File: config.mk
export PLATFORM = sky130hd
export DESIGN_NAME = ufm_mask_writer
export DESIGN_NICKNAME = d
export VERILOG_FILES = /design/src/rtl/ufm_mask_writer.sv
export SDC_FILE = /design/constraint.sdc
export NUM_CORES = 1
export LEC_CHECK = 0
export ABC_CLOCK_PERIOD_IN_PS = 3500
export BUFFER_PORTS_ARGS = -buffer_cell sky130_fd_sc_hd__buf_2
export CORE_MARGIN = 5
export CORE_UTILIZATION = 45
export DETAILED_ROUTE_END_ITERATION = 8
export GPL_ROUTABILITY_DRIVEN = 1
export MAX_ROUTING_LAYER = met4
export PLACE_DENSITY = 0.65
export SYNTH_ARGS = -nofsm -noshare
export SYNTH_HDL_FRONTEND = slang
export SYNTH_SLANG_ARGS = --single-unit
File: constraint.sdc
create_clock -name C14M -period 3.5 [get_ports C14M]
set_clock_uncertainty 0.2 [all_clocks]
set_input_delay 0.35 -clock C14M [delete_from_list [all_inputs] [get_ports C14M]]
set_output_delay 0.35 -clock C14M [all_outputs]
set_load 0.05 [all_outputs]
File: src/rtl/ufm_mask_writer.sv
// rtl/ufm_mask_writer.sv - writes one capacity mask byte into the MAX II UFM by driving its serial pins
// Optional read-back verify of the programmed word is built when UFM_VERIFY_EN is defined.
module ufm_mask_writer #(
  parameter logic [15:0] BUSY_TO = 16'hFFFF,
  parameter logic [7:0]  DATA_LO = 8'hFF
) (
  input  logic       C14M,
  input  logic       nRES,
  input  logic       Start,
  input  logic [7:0] WrAddr,
  input  logic [7:0] WrData,
  input  logic       EraseFirst,
  input  logic       UFMBusy,
  input  logic       RTPBusy,
  input  logic       DRDOut,
  output logic       ARCLK,
  output logic       ARDIn,
  output logic       ARShift,
  output logic       DRCLK,
  output logic       DRDIn,
  output logic       DRShift,
  output logic       UFMErase,
  output logic       UFMProgram,
  output logic       Busy,
  output logic       Done,
  output logic       Err
);

  typedef enum logic [3:0] {
    ST_IDLE, ST_ERQ, ST_EWAIT, ST_SADDR, ST_SDATA, ST_PRQ, ST_PWAIT,
`ifdef UFM_VERIFY_EN
    ST_VADDR, ST_VLOAD, ST_VDATA,
`endif
    ST_DONE, ST_ERROR
  } state_t;

  state_t      state, nxt;
  logic [15:0] cnt;
  logic        cnt_en;
  logic        req;
  logic [7:0]  addr, data;
  logic        ub_meta, ub, rb_meta, rb;
  logic        ready;
  logic [3:0]  slot;
  logic [15:0] word;

  assign ready = ~ub & ~rb;
  // cnt doubles as the wait timeout and, in shift states, as {slot, phase}
  assign slot  = cnt[4:1];
  assign word  = {data, DATA_LO};

`ifdef UFM_VERIFY_EN
  logic [7:0] rd;
`else
  logic unused_drdout;
  assign unused_drdout = DRDOut;
`endif

  always_ff @(posedge C14M or negedge nRES) begin
    if (!nRES) begin
      state   <= ST_IDLE;
      cnt     <= '0;
      req     <= 1'b0;
      addr    <= '0;
      data    <= '0;
      Err     <= 1'b0;
      ub_meta <= 1'b0;
      ub      <= 1'b0;
      rb_meta <= 1'b0;
      rb      <= 1'b0;
`ifdef UFM_VERIFY_EN
      rd      <= '0;
`endif
    end else begin
      ub_meta <= UFMBusy;
      ub      <= ub_meta;
      rb_meta <= RTPBusy;
      rb      <= rb_meta;
      state   <= nxt;
      cnt     <= (nxt != state) ? 16'd0 : cnt + {15'd0, cnt_en};
      // request goes up on the first ready cycle and stays up until the state is left
      req     <= (nxt == state) && (state == ST_ERQ || state == ST_PRQ) && (req || ready);
      if (state == ST_IDLE && Start) begin
        addr <= WrAddr;
        data <= WrData;
        Err  <= 1'b0;
      end
      if (state == ST_EWAIT && nxt == ST_SADDR)
        addr <= 8'h00;
      if (nxt == ST_ERROR)
        Err <= 1'b1;
`ifdef UFM_VERIFY_EN
      if (state == ST_VDATA && !cnt[0])
        rd <= {rd[6:0], DRDOut};
`endif
    end
  end

  always_comb begin
    nxt        = state;
    cnt_en     = 1'b0;
    ARCLK      = 1'b0;
    ARDIn      = 1'b0;
    ARShift    = 1'b0;
    DRCLK      = 1'b0;
    DRDIn      = 1'b0;
    DRShift    = 1'b0;
    UFMErase   = 1'b0;
    UFMProgram = 1'b0;
    case (state)
      ST_IDLE: if (Start) nxt = EraseFirst ? ST_ERQ : ST_SADDR;
      ST_ERQ, ST_PRQ: begin
        cnt_en     = req | ready;
        UFMErase   = (state == ST_ERQ) & req;
        UFMProgram = (state == ST_PRQ) & req;
        if (req && ub)             nxt = (state == ST_ERQ) ? ST_EWAIT : ST_PWAIT;
        else if (cnt == BUSY_TO)   nxt = ST_ERROR;
      end
      ST_EWAIT, ST_PWAIT: begin
        cnt_en = 1'b1;
        if (!ub) begin
          if (state == ST_EWAIT) nxt = ST_SADDR;
`ifdef UFM_VERIFY_EN
          else                   nxt = ST_VADDR;
`else
          else                   nxt = ST_DONE;
`endif
        end else if (cnt == BUSY_TO) begin
          nxt = ST_ERROR;
        end
      end
      ST_SADDR: begin
        cnt_en  = 1'b1;
        ARShift = 1'b1;
        ARCLK   = cnt[0];
        ARDIn   = slot[3] ? 1'b0 : addr[slot[2:0]];
        if (cnt == 16'd17) nxt = ST_SDATA;
      end
      ST_SDATA: begin
        cnt_en  = 1'b1;
        DRShift = 1'b1;
        DRCLK   = cnt[0];
        DRDIn   = word[~slot];
        if (cnt == 16'd31) nxt = ST_PRQ;
      end
`ifdef UFM_VERIFY_EN
      ST_VADDR: begin
        cnt_en  = 1'b1;
        ARShift = 1'b1;
        ARCLK   = cnt[0];
        ARDIn   = slot[3] ? 1'b0 : addr[slot[2:0]];
        if (cnt == 16'd17) nxt = ST_VLOAD;
      end
      ST_VLOAD: begin
        cnt_en = 1'b1;
        DRCLK  = cnt[0];
        if (cnt == 16'd1) nxt = ST_VDATA;
      end
      ST_VDATA: begin
        cnt_en  = 1'b1;
        DRShift = 1'b1;
        DRCLK   = cnt[0];
        if (cnt == 16'd15) nxt = (rd == data) ? ST_DONE : ST_ERROR;
      end
`endif
      ST_DONE:  nxt = ST_IDLE;
      ST_ERROR: nxt = ST_IDLE;
      default:  nxt = ST_IDLE;
    endcase
  end

  assign Busy = (state != ST_IDLE) && (state != ST_DONE) && (state != ST_ERROR);
  assign Done = (state == ST_DONE);

endmodule

==> results by group <==
Power and ir drop
  – Final Power: between 0.0008 and 0.0009 W
  – VDD IR-drop max: roughly 0.20 mV
  – Leakage power: between 1 and 1.5 nW
  – PwrDens: ~340 nW/um^2

Logic synthesis
  – Commonest cells in the netlist: dfrtp_1 (42), a211oi_1 (18), nor2_1 (11)
  – Post-synth top area cell: dfrtp_1
  – Primary FF master, synth: dfrtp_1
  – Seq/Total Area, Yosys: approximately 46%
  – Avg Cell Area, Syn: roughly 11 um^2
  – Synth warn: 0
  – Flops & latches, synth: 42
  – Synth area leaders: dfrtp_1 (46%), a211oi_1 (5.9%), mux2i_1 (4.0%)
  – Count of different cell masters after synthesis: 43
  – Syn Inst Count: 210
  – Mapped Nets: approximately 240
  – Async set-or-reset flop fraction in the synthesized netlist: 100%
  – Count leader, synth: dfrtp_1
  – Synth top area share: approximately 46%
  – Synthesized area: 2280 um^2
  – Number of flops mapped to enable cells by yosys: 0

Route
  – TritonRoute pass-1 iters: 4
  – WL final: just under 5000 um
  – Via-per-instance ratio: 5.68
  – DRC violations left: 0
  – WL/cell: 15.7 um
  – DR iter-0 viols: 135
  – DR vias: 1748
  – Post-route ant nets: 0

STA
  – Fmax: 360 MHz
  – Worst slew pin tran: 1.21 ns
  – Slew headroom: 19.1%
  – Crit path time final: 2.78 ns
  – Final hold violation count: 23
  – Period utilization: roughly four fifths
  – Worst hold margin: -0.0180 ns
  – Max Slew Vio Count: 0
  – TNS Setup: 0 ns
  – RSZ-0062 raised after global routing: false
  – Setup violations, final: 0

Worst setup path
  – CP endpoint kind: register
  – Critical Path RT: 3.44 ns
  – Maximum fanout along the worst path: 6
  – FF-to-FF path depth: 10
  – Crit path kind: reg2reg
  – Worst EP arrival: around 2.7 ns
  – Startpoint Class: register

Floorplanning
  – Starting Density: about 47%
  – Site Rows: 25
  – Die ar.: around 6600 um^2
  – Height of the die: roughly 80 um
  – Boundary Pins: 34
  – Die W: slightly above 80 um
  – Core Area: ~4800 um^2

Placement
  – Post-DP HPWL: 3330 um
  – Final Wtd Congestion: between 0.8 and 0.9
  – Post-DP Area: about 2500 um^2
  – Number of port buffers: 32

Global routing
  – Total GRT Usage: 17.6%
  – Vias in the first global route: about 1700
  – First-pass GRT wire length: around 8500 um
  – Initial antenna violation count: 0
  – Congestion Overflow GR: 0
  – Largest net degree at the start of global routing: 43

Clocking
  – CTS Root Cell: clkbuf_8
  – Clock-pin slew on the worst setup and hold paths: around 0.08 ns
  – Post-CTS sizing: 0
  – Buffer levels on the longest clock path: 2
  – CTS tree: built
  – Number of clock sinks: 42
  – Worst skew pair latency: approximately 0.29 ns
  – Post-CTS Setup Bufs: 0
  – CTS buffer count: 5
  – H-tree levels: 2
  – CTS Hold Bufs: 2

Cells and area
  – Area delta synth->final: 13.8%
  – Share of layout cells above drive strength 1: 25.3%
  – Final Net Count: approximately 270
  – Final instance area: approximately 2600 um^2
  – ANT cells: 0

Job
  – # Max-Cap Violations: 0

Run status
  – Failing checks: hold timing
  – Run status: finished with violations

Min path
  – Hold WC Path Type: in2async
==> final cells by class <==
cell class              count  area (um^2)
clock buffers               6         72.6
fillers                   449         2220
flip-flops and latches     42         1050
inverters                   6         22.5
well taps                  67         83.8
clock inverters             2         37.5
multi-input cells         148         1120
repair buffers             37          203
==> cell families (layout without fill, tap and decap cells) <==
logic type | Yosys count | count (layout) | synth area share (%)
compound gates | 42 | 42 | 13.1
simple gates | 70 | 70 | 18.3
fa+ha+maj | 2 | 2 | 1.10
mux | 21 | 21 | 11.9
xor+xnor | 13 | 13 | 5.00
buf+inv | 20 | 51 | 4.56
flops | 42 | 42 | 46.1
==> per-layer routing <==
metal / track usage [%] / share of wire [%] / up-vias
met4: 7.43 / 1.6 / 0
met5: - / 0 / -
met2: 25.5 / 47 / 42
met1: 23.8 / 47 / 846
li1: - / - / 851
met3: 3.99 / 4.9 / 9
==> power breakdown <==
part | internal [W] | switching, W
clock network | 0.000213 | 0.000169
logic | 0.0000102 | 0.0000132
registers | 0.000487 | 0.00000111
total | 0.000710 | 0.000184
==> cell usage in the layout, fill, tap and decap left out, types with 2 or more instances in the layout <==
master,count
a211oi_1,18
a21oi_1,10
and2_1,3
and3_1,3
and4_1,2
buf_2,32
buf_4,3
clkbuf_8,5
dfrtp_1,42
dlygate4sd3_1,2
ha_1,2
inv_1,6
mux2_2,8
mux2i_1,9
mux4_2,4
nand2_1,9
nand3_1,8
nand3b_1,2
nand4_1,6
nor2_1,11
nor2b_1,3
nor3_1,7
nor4_1,7
nor4b_1,2
o2111ai_1,3
o211ai_1,2
o21ai_0,2
xnor2_1,10
xor2_1,3
==> flip-flops by register name, summed over array words and instances, names as in the netlist <==
register  cells
Err           1
ub_meta       1
req           1
ub            1
rb_meta       1
addr          8
state         4
rb            1
cnt          16
data          8
==> path summary, 6_finish.rpt <==
| path | slack, ns | from | to |
|---|---|---|---|
| min in group C14M | 0.08 | WrData[6] | data[6] |
| setup reg to reg | 0.72 | ub | cnt[14] |
| setup / recovery | 0.72 | ub | cnt[14] |
| max in group asynchronous | 2.52 | nRES | cnt[4] |
| hold reg to reg | 0.15 | rb_meta | rb |
| hold / removal | -0.02 | nRES | state[1] |
==> worst max-delay path, cell delays in order, from the launching register on <==
cell and delay [ns]:
dfrtp_1 0.43, nor2_1 0.14, nor2_1 0.06, o21a_1 0.17, a221oi_1 0.34, ha_1 0.28
ha_1 0.22, nand3_1 0.24, nor4_1 0.33, xnor2_1 0.17, a211oi_1 0.06
==> stage by stage <==
step	setup slack, ns	utilization (%)	instances
finish	0.719	53.8	308
global route	0.518	53.8	308
CTS	0.713	53.8	308
detailed placement	0.744	51.1	298
global placement	0.773	51.1	298
floorplan	0.975	-	210
Power figures use the tool's default switching activity.
